--- config.mk ---
export PLATFORM = sky130hd
export DESIGN_NAME = alu_sequencer
export DESIGN_NICKNAME = d
export VERILOG_FILES = /design/src/rtl/alu_seq_pkg.sv /design/src/rtl/alu_seq_regfile.sv /design/src/rtl/alu_sequencer.sv
export SDC_FILE = /design/constraint.sdc
export NUM_CORES = 1
export LEC_CHECK = 0
export CORE_AREA = 2 2 118 120
export CTS_BUF_LIST = sky130_fd_sc_hd__clkbuf_4 sky130_fd_sc_hd__clkbuf_8 sky130_fd_sc_hd__clkbuf_16
export DETAILED_ROUTE_END_ITERATION = 12
export DIE_AREA = 0 0 120 122
export GPL_TIMING_DRIVEN = 0
export PLACE_DENSITY_LB_ADDON = 0.3
export SETUP_SLACK_MARGIN = 0.5
export SLEW_MARGIN = 20
export SYNTH_ARGS = -nofsm -noshare
export SYNTH_HDL_FRONTEND = slang
export SYNTH_SLANG_ARGS = --single-unit
export TNS_END_PERCENT = 1
--- constraint.sdc ---
create_clock -name clk -period 2.71 [get_ports clk]
set_input_delay 0.4065 -clock clk [delete_from_list [all_inputs] [get_ports clk]]
set_output_delay 0.4065 -clock clk [all_outputs]
set_load 0.03 [all_outputs]
--- src/rtl/alu_seq_pkg.sv ---
// Shared encodings for the ALU sequencer: opcodes, ALU function codes, FSM states.
package alu_seq_pkg;

    localparam logic [3:0] OP_NOP = 4'b0000;
    localparam logic [3:0] OP_ADD = 4'b0001;
    localparam logic [3:0] OP_SUB = 4'b0010;
    localparam logic [3:0] OP_AND = 4'b0011;
    localparam logic [3:0] OP_OR  = 4'b0100;
    localparam logic [3:0] OP_LDI = 4'b0101;

    localparam logic [1:0] ALU_ADD = 2'b00;
    localparam logic [1:0] ALU_SUB = 2'b01;
    localparam logic [1:0] ALU_AND = 2'b10;
    localparam logic [1:0] ALU_OR  = 2'b11;

    typedef enum logic [1:0] {
        S_IDLE = 2'b00,
        S_EXEC = 2'b01,
        S_WB   = 2'b10
    } state_t;

endpackage

--- src/rtl/alu_seq_regfile.sv ---
// Register file for the ALU sequencer: one synchronous write port, three
// combinational read ports (two operands and a debug tap).
module alu_seq_regfile #(
    parameter int NREG = 4,
    parameter int W    = 16
) (
    input  logic         clk,
    input  logic         rst,
    input  logic         we,
    input  logic [1:0]   waddr,
    input  logic [W-1:0] wdata,
    input  logic [1:0]   ra1,
    output logic [W-1:0] rd1,
    input  logic [1:0]   ra2,
    output logic [W-1:0] rd2,
    input  logic [1:0]   ra3,
    output logic [W-1:0] rd3
);

    logic [W-1:0] rf [NREG];

    always_ff @(posedge clk) begin
        if (rst) begin
            for (int i = 0; i < NREG; i++) begin
                rf[i] <= '0;
            end
        end else if (we) begin
            rf[waddr] <= wdata;
        end
    end

    assign rd1 = rf[ra1];
    assign rd2 = rf[ra2];
    assign rd3 = rf[ra3];

endmodule

--- src/rtl/alu_sequencer.sv ---
// Control stage in front of a registered 16-bit ALU: decodes instructions,
// drives ALU operands from the register file and writes the result back.
module alu_sequencer
    import alu_seq_pkg::*;
#(
    parameter int NREG = 4,
    parameter int W    = 16
) (
    input  logic         clk,
    input  logic         rst,
    input  logic [15:0]  instr,
    input  logic         instr_valid,
    output logic         instr_ready,
    output logic [W-1:0] ina,
    output logic [W-1:0] inb,
    output logic [1:0]   alucnt,
    input  logic [W-1:0] alu_out,
    output logic         res_valid,
    output logic [W-1:0] res_data,
    output logic         err,
    input  logic [1:0]   dbg_addr,
    output logic [W-1:0] dbg_data
);

    state_t       state;
    logic [1:0]   rd_q;
    logic         accept;
    logic [3:0]   op;
    logic [1:0]   rd_f;
    logic [1:0]   rs1_f;
    logic [1:0]   rs2_f;
    logic [W-1:0] imm_ext;
    logic [W-1:0] rs1_data;
    logic [W-1:0] rs2_data;
    logic         rf_we;
    logic [1:0]   rf_waddr;
    logic [W-1:0] rf_wdata;

    assign op      = instr[15:12];
    assign rd_f    = instr[11:10];
    assign rs1_f   = instr[9:8];
    assign rs2_f   = instr[7:6];
    assign imm_ext = W'(instr[7:0]);

    assign instr_ready = (state == S_IDLE) && !rst;
    assign accept      = instr_valid && instr_ready;

    // LDI writes at its acceptance edge; ALU results are written in WB.
    always_comb begin
        rf_we    = 1'b0;
        rf_waddr = rd_q;
        rf_wdata = alu_out;
        if (state == S_WB) begin
            rf_we = 1'b1;
        end else if (accept && op == OP_LDI) begin
            rf_we    = 1'b1;
            rf_waddr = rd_f;
            rf_wdata = imm_ext;
        end
    end

    alu_seq_regfile #(.NREG(NREG), .W(W)) u_rf (
        .clk   (clk),
        .rst   (rst),
        .we    (rf_we),
        .waddr (rf_waddr),
        .wdata (rf_wdata),
        .ra1   (rs1_f),
        .rd1   (rs1_data),
        .ra2   (rs2_f),
        .rd2   (rs2_data),
        .ra3   (dbg_addr),
        .rd3   (dbg_data)
    );

    always_ff @(posedge clk) begin
        if (rst) begin
            state     <= S_IDLE;
            ina       <= '0;
            inb       <= '0;
            alucnt    <= ALU_ADD;
            rd_q      <= 2'd0;
            res_valid <= 1'b0;
            res_data  <= '0;
            err       <= 1'b0;
        end else begin
            res_valid <= 1'b0;
            err       <= 1'b0;
            case (state)
                S_IDLE: begin
                    if (accept) begin
                        case (op)
                            OP_ADD, OP_SUB, OP_AND, OP_OR: begin
                                ina   <= rs1_data;
                                inb   <= rs2_data;
                                rd_q  <= rd_f;
                                state <= S_EXEC;
                                case (op)
                                    OP_ADD:  alucnt <= ALU_ADD;
                                    OP_SUB:  alucnt <= ALU_SUB;
                                    OP_AND:  alucnt <= ALU_AND;
                                    default: alucnt <= ALU_OR;
                                endcase
                            end
                            OP_LDI: begin
                                res_valid <= 1'b1;
                                res_data  <= imm_ext;
                            end
                            OP_NOP: ;
                            default: err <= 1'b1;
                        endcase
                    end
                end
                // ALU captures the held operands at the end of this cycle.
                S_EXEC: state <= S_WB;
                S_WB: begin
                    res_valid <= 1'b1;
                    res_data  <= alu_out;
                    state     <= S_IDLE;
                end
                default: state <= S_IDLE;
            endcase
        end
    end

endmodule

==> results of run 1 <==
-- worst max-delay path, stage by stage, from the launching register on --
cell             delay (ns)
edfxtp_1               0.44
mux4_2                 0.53
clkdlybuf4s50_1        0.62
-- routing by layer --
| metal | vias up | global-route usage (%) | share of wire, % |
|---|---|---|---|
| met5 | - | 0 | 0 |
| met3 | 74 | 6.13 | 9.8 |
| met4 | 0 | 13.6 | 4.1 |
| met1 | 2819 | 34.8 | 35 |
| li1 | 2429 | - | - |
| met2 | 431 | 48.9 | 51 |
-- timing repair --
item / 4_1_cts / 5_1_grt
cloned: 1 / 1
hold buffers: 0 / 0
setup buffers: 5 / 10
gates resized for setup: 22 / 14
endpoints found under the setup margin: 98 / 129
hold endpoints to repair: 0 / 0
pin swaps: 4 / 1
-- per-stage QoR --
stage | util, % | power, mW | setup slack (ns) | cells
2_1_floorplan | - | 2.40 | 0.342 | 519
3_3_place_gp | 55.6 | 2.63 | -0.639 | 794
3_5_place_dp | 55.6 | 2.64 | -0.661 | 794
4_1_cts | 61.0 | 5.04 | 0.277 | 832
5_1_grt | 62.0 | 5.19 | 0.279 | 843
6_report | 62.0 | 5.08 | 0.302 | 843
-- registers in the layout, summed over array words and instances (netlist names) --
register / count
err: 1
inb: 16
res_data: 16
rd_q: 2
res_valid: 1
alucnt: 2
state: 2
u_rf.rf: 64
ina: 16
-- area by class of cell --
cell class / instances / area [um2]
tap: 180 / 225
fill: 1057 / 5130
multi-input combinational: 317 / 2990
sequential: 120 / 3050
timing repair buffer: 111 / 1100
clock buffer: 20 / 448
inverter: 11 / 41.3
clock inverter: 12 / 180
buffer: 72 / 343
-- worst paths after layout --
kind / startpoint / end / slack, ns / depth (start not counted)
setup reg to reg: state[1]$_SDFFE_PP0P_ / u_rf.rf[0][2]$_SDFFCE_PN0P_ / 0.34 / 7
hold / removal: instr[13] / err$_SDFF_PP0_ / 0.41 / 3
setup / recovery: u_rf.rf[2][0]$_SDFFCE_PN0P_ / dbg_data[0] / 0.30 / 2
hold reg to reg: inb[8]$_SDFFE_PP0P_ / inb[8]$_SDFFE_PP0P_ / 0.46 / 2
-- cells by family after synthesis --
logic type,after synthesis,share of synthesized area (%)
AOI/OAI and AO/OA,209,23.7
DFF,120,48.3
buffers and inverters,83,5.54
and+or+nand+nor,59,5.28
muxes,48,17.2
-- report_power, final --
part	leakage, nW	internal (mW)	switching, mW	total [mW]
combinational	1.34	0.255	0.373	0.629
clock	0.312	1.64	0.802	2.44
sequential	1.11	1.97	0.0426	2.01
-- synthesized netlist by cell type, types with 9 or more instances --
master / count / area share (%)
a21oi_2: 9 / 1.3
a21oi_1: 78 / 6.2
inv_1: 10 / 0.60
nand2_1: 17 / 1.0
nor2_1: 9 / 0.54
clkbuf_1: 54 / 3.2
o211ai_1: 9 / 1.1
o2111ai_1: 34 / 4.7
edfxtp_1: 64 / 31
o41ai_1: 34 / 4.7
nand3_1: 11 / 0.87
mux4_2: 48 / 17
dfxtp_1: 56 / 18
o21a_1: 9 / 1.1
==> summary.md, run 1 <==
| Metric | Value |
|---|---|
| Run status | `complete, no violations` |
| Yosys reg bits | `120` |
| Routability Congestion | `0.876` |
| Worst-path fanout max | `3` |
| Final period util | `88.8%` |
| Total leakage power | `2.76 nW` |
| IO Count | `about 110` |
| First-pass GRT wire length | `approximately 32 mm` |
| Top FF cell, synth | `edfxtp_1` |
| Leading cell types in the layout, fill and taps excluded | `clkdlybuf4s50_1, a21oi_1, edfxtp_1, dfxtp_1, mux4_2` |
| Crit path arrival time | `roughly 2.0 ns` |
| Final Hold Viols | `0` |
| Layout Area Growth over Synthesis | `32.9%` |
| Final net count | `a little under 700` |
| Die width | `about 120 um` |
| Clock Latency Late Sink | `approximately 0.42 ns` |
| Vias/cell | `6.82` |
| Slew HR | `roughly a third` |
| Antenna viol nets, final | `0` |
| Ys Warns | `0` |
| Syn nets | `around 560` |
| Gr usage total | `28.7%` |
| Distinct cells, synth | `42` |
| Setup_tns | `0 ns` |
| Fraction of layout cells with a size suffix above 1 | `between 20% and 30%` |
| Worst path required time | `roughly 2.3 ns` |
| Hpwl dp | `about 15 mm` |
| DR DRC count | `0` |
| CTS clk-pin slew, worst paths | `~0.05 ns` |
| Iteration-0 DRC count of the detailed router | `787` |
| Critical Setup Path Class | `flop to output pin` |
| Vias in the first global route | `5488` |
| Via count | `~5800` |
| Most common cell after layout, fill and taps aside | `clkdlybuf4s50_1` |
| TritonCTS clock tree | `built` |
| Standard-cell rows | `between 40 and 50` |
| Post-route cell area | `between 0.008 and 0.009 mm2` |
| Mean area per synthesized cell | `roughly 12 um2` |
| Overall die height | `approximately 120 um` |
| Synth Instances | `519` |
| Startpoint Class | `flop` |
| Number of diodes | `0` |
| Post-synth ARST share | `0%` |
| DR pass1 iterations | `7` |
| Largest net degree at the start of global routing | `17` |
| RSZ-0062 raised after global routing | `yes` |
| Worst slew pin tran | `approximately 1.0 ns` |
| Endpoint type of the worst setup path | `output pin` |
| Core ar. | `~0.014 mm2` |
| Cell area after synthesis | `around 0.0063 mm2` |
| DIE AREA | `0.0146 mm2` |
| Sink Count | `between 100 and 150` |
| Hold crit path type | `input port to flop` |
| Skew final | `between 0.005 and 0.006 ns` |
| Power Dens Cells | `607 mW/mm2` |
| H-tree depth | `4` |
| Max_cap viols | `0` |
| Initial antenna violation count | `0` |
| Starting Density | `46.7%` |
| Final WL | `~21 mm` |
| Worst Hold Slack | `roughly 0.4 ns` |
| Placed instance area | `approximately 0.0075 mm2` |
| Worst vdd ir | `between 0.4 and 0.5 mV` |
| Routed len/inst | `25.0 um` |
| # port buffers | `95` |
| Maximum clock insertion buffer count | `2` |
| Clock Root Buffer | `clkbuf_16` |
| EDFF count, synth | `64` |
| Fmax | `415 MHz` |
| Final Max Tran Viols | `0` |
| Post-synthesis sequential area ratio | `48.3%` |
| Minimum clock period | `approximately 2.4 ns` |
| GR Overflow Total | `0` |
| CTS Buf Count | `17` |
| Final setup vio count | `0` |
Power figures use the tool's default switching activity.
==> run 2: changes to the inputs <==
--- a/config.mk
+++ b/config.mk
@@ -5,10 +5,12 @@
 export SDC_FILE = /design/constraint.sdc
 export NUM_CORES = 1
 export LEC_CHECK = 0
-export CORE_AREA = 2 2 118 120
+export CELL_PAD_IN_SITES_DETAIL_PLACEMENT = 1
+export CELL_PAD_IN_SITES_GLOBAL_PLACEMENT = 2
+export CORE_AREA = 2 2 144 146
 export CTS_BUF_LIST = sky130_fd_sc_hd__clkbuf_4 sky130_fd_sc_hd__clkbuf_8 sky130_fd_sc_hd__clkbuf_16
 export DETAILED_ROUTE_END_ITERATION = 12
-export DIE_AREA = 0 0 120 122
+export DIE_AREA = 0 0 146 148
 export GPL_TIMING_DRIVEN = 0
 export PLACE_DENSITY_LB_ADDON = 0.3
 export SETUP_SLACK_MARGIN = 0.5
==> run 2 against run 1 <==
Compared with the run above:
- sequential share of layout area is 0.60 points lower
- maximum frequency is 0.63% lower
- non-clock buffer count is 2 higher
- power is 0.68% lower
- clock-buffer cell count is 1 higher
- critical path depth stayed put
- die area is 48% higher
- flip-flop and latch count stayed put
- critical endpoint is now dbg_data[1]
==> summary.md, run 2 (synthesis results as in run 1) <==
| Metric | Value |
|---|---|
| Power Dens Cells | `593 mW/mm2 (-2.3%)` |
| Worst vdd ir | `0.381 mV (-23%)` |
| Final period util | `89.4% (+0.56 points)` |
| Reg2Reg Setup Slack | `0.32 ns (-0.02 ns)` |
| CP Launch Point | `u_rf.rf[2][1]$_SDFFCE_PN0P_` |
| RSZ-0062 raised after global routing | `yes` |
| Multi-input gate area | `0.00298 mm2 (-0.34%)` |
| Fillers | `2173 (+110%)` |
| Setup_tns | `0 ns (unchanged)` |
| Largest net degree at the start of global routing | `17 (unchanged)` |
| Final setup vio count | `0 (unchanged)` |
| Worst path required time | `2.30 ns (about the same)` |
| Number of diodes | `0 (unchanged)` |
| Via count | `5477 (-4.8%)` |
| Most common cell after layout, fill and taps aside | `clkdlybuf4s50_1` |
| Die width | `146 um (+22%)` |
| Slew HR | `31.0% (-1.6 points)` |
| Post-CTS Hold Buffers | `0 (unchanged)` |
| Critical Setup Path Class | `flop to output pin` |
| GR Overflow Total | `0 (unchanged)` |
| Gr usage total | `22.0% (-6.6 points)` |
| Endpoint type of the worst setup path | `output pin` |
| Hold crit path type | `input port to flop` |
| Worst Hold Slack | `0.415 ns (+0.00867 ns)` |
| Setup ws final | `0.287 ns (-0.0153 ns)` |
| Total power | `5.05 mW (-0.68%)` |
| CTS clk-pin slew, worst paths | `0.06 ns (about the same)` |
| R2R Path End | `u_rf.rf[0][4]$_SDFFCE_PN0P_` |
| Largest Register | `u_rf.rf` |
| Final WL | `23.6 mm (+12%)` |
| Final Max Tran Viols | `0 (unchanged)` |
| Overall die height | `148 um (+21%)` |
| H-tree depth | `4 (unchanged)` |
| Standard-cell rows | `52 (+21%)` |
| Clock Root Buffer | `clkbuf_16` |
| CTS Buf Count | `17 (unchanged)` |
| Fraction of layout cells with a size suffix above 1 | `22.0% (+0.27 points)` |
| Leading cell types in the layout, fill and taps excluded | `clkdlybuf4s50_1, a21oi_1, edfxtp_1, dfxtp_1, mux4_2` |
| DIE AREA | `0.0216 mm2 (+48%)` |
| First-pass GRT wire length | `35.6 mm (+13%)` |
| Vias in the first global route | `5842 (+6.5%)` |
| Core ar. | `0.0200 mm2 (+48%)` |
| Pre-CTS WS | `-0.857 ns (-0.196 ns)` |
| # port buffers | `95 (unchanged)` |
| Max reg flops | `64 (unchanged)` |
| Vias/cell | `5.86 (-14%)` |
| Final Hold Viols | `0 (unchanged)` |
| TritonCTS clock tree | `built` |
| FF+latch area | `0.00305 mm2 (unchanged)` |
| Initial antenna violation count | `0 (unchanged)` |
| R2R Path Start | `state[1]$_SDFFE_PP0P_` |
| DR pass1 iterations | `5 (-2)` |
| DR DRC count | `0 (unchanged)` |
| Antenna viol nets, final | `0 (unchanged)` |
| Worst-path fanout max | `3 (unchanged)` |
| Fmax | `413 MHz (-0.63%)` |
| Worst slew pin tran | `1.03 ns (+0.0240 ns)` |
| Startpoint Class | `flop` |
| Max_cap viols | `0 (unchanged)` |
| Maximum clock insertion buffer count | `2 (unchanged)` |
| Iteration-0 DRC count of the detailed router | `541 (-31%)` |
| IO Count | `106 (unchanged)` |
| Clock Latency Late Sink | `0.43 ns (about the same)` |
| Crit path arrival time | `2.02 ns (+0.02 ns)` |
| Routability Congestion | `0.826 (-5.7%)` |
| Starting Density | `31.4% (-15 points)` |
| Reg2Reg Depth | `7 (unchanged)` |
| Routed len/inst | `25.3 um (+1.3%)` |
| Hpwl dp | `17.1 mm (+17%)` |
| Run status | `complete, no violations` |
| Critical path destination | `dbg_data[1]` |
| Minimum clock period | `2.42 ns (+0.0153 ns)` |
| Final net count | `688 (+0.15%)` |
| Total leakage power | `2.77 nW (+0.33%)` |
| Skew final | `0.00733 ns (+0.00157 ns)` |
| Layout Utilization | `42.5% (-20 points)` |
| Layout Area Growth over Synthesis | `35.1%` |
| Sink Count | `120 (unchanged)` |
-- run 2: changes by cell type in the layout (fill, tap and decap cells not counted) --
| cell | before | now |
|---|---|---|
| bufinv_16 | 5 | 4 |
| clkinvlp_4 | 0 | 2 |
| clkinv_2 | 3 | 2 |
| buf_12 | 3 | 6 |
| clkbuf_4 | 3 | 5 |
| nand3_2 | 1 | 0 |
| buf_6 | 3 | 2 |
| clkbuf_2 | 9 | 8 |
| clkinv_1 | 4 | 3 |
| dlygate4sd2_1 | 11 | 10 |
| dlymetal6s2s_1 | 0 | 1 |
-- run 2: stage by stage --
stage,cells,instance area [um2]
2_1_floorplan,519,6330
4_1_cts,925,8400
3_3_place_gp,884,7620
6_report,934,8510
5_1_grt,934,8510
3_5_place_dp,884,7620
-- run 2: worst min path at each step --
stage,start,to,slack (ns),cells past startpoint
3_5_place_dp,ina[9]$_SDFFE_PP0P_,ina[9]$_SDFFE_PP0P_,0.46,2
4_1_cts,instr[13],err$_SDFF_PP0_,0.39,3
3_3_place_gp,ina[0]$_SDFFE_PP0P_,ina[0]$_SDFFE_PP0P_,0.46,2
6_report,instr[13],err$_SDFF_PP0_,0.41,3
2_1_floorplan,rd_q[1]$_SDFFE_PP0P_,rd_q[1]$_SDFFE_PP0P_,0.47,2
5_1_grt,rst,res_data[0]$_SDFFE_PP0P_,0.43,4
-- run 2: area by class of cell --
class                           count  area share [%]
Multi-Input combinational cell    316            35.0
Inverter                           11           0.485
Timing Repair Buffer              113            13.6
Clock inverter                     11            1.84
Sequential cell                   120            35.8
Buffer                             72            4.06
Tap cell                          270            3.97
Clock buffer                       21            5.35
-- run 2: worst max-delay path, stage by stage (launching register included) --
cell             delay (ns)
edfxtp_1               0.43
mux4_2                 0.54
clkdlybuf4s50_1        0.62
-- run 2: power by group --
part | leakage, nW | switching [mW] | internal, mW
Sequential | 1.11 | 0.0405 | 1.97
Combinational | 1.36 | 0.385 | 0.263
Clock | 0.297 | 0.829 | 1.56
-- run 2: layer usage --
layer	track usage [%]	wire length [um]	vias to the layer above
li1	-	-	2426
met1	27.3	9940	2829
met2	38.9	12200	182
met3	3.43	1050	40
met4	8.25	504	0
met5	0	0	-
-- run 2: what timing repair did --
item / 4_1_cts / 5_1_grt
buffers inserted: 9 / 8
cloned: 0 / 1
pin swaps: 4 / 0
resized for setup: 27 / 6
endpoints found under the setup margin: 134 / 122
==> run 3: changes to the inputs <==
--- a/config.mk
+++ b/config.mk
@@ -14,7 +14,7 @@
 export GPL_TIMING_DRIVEN = 0
 export PLACE_DENSITY_LB_ADDON = 0.3
 export SETUP_SLACK_MARGIN = 0.5
-export SLEW_MARGIN = 20
+export SLEW_MARGIN = 10
 export SYNTH_ARGS = -nofsm -noshare
 export SYNTH_HDL_FRONTEND = slang
 export SYNTH_SLANG_ARGS = --single-unit
==> results of run 3 <==
The final DEF is identical to that of run 2; final timing and power are the same.
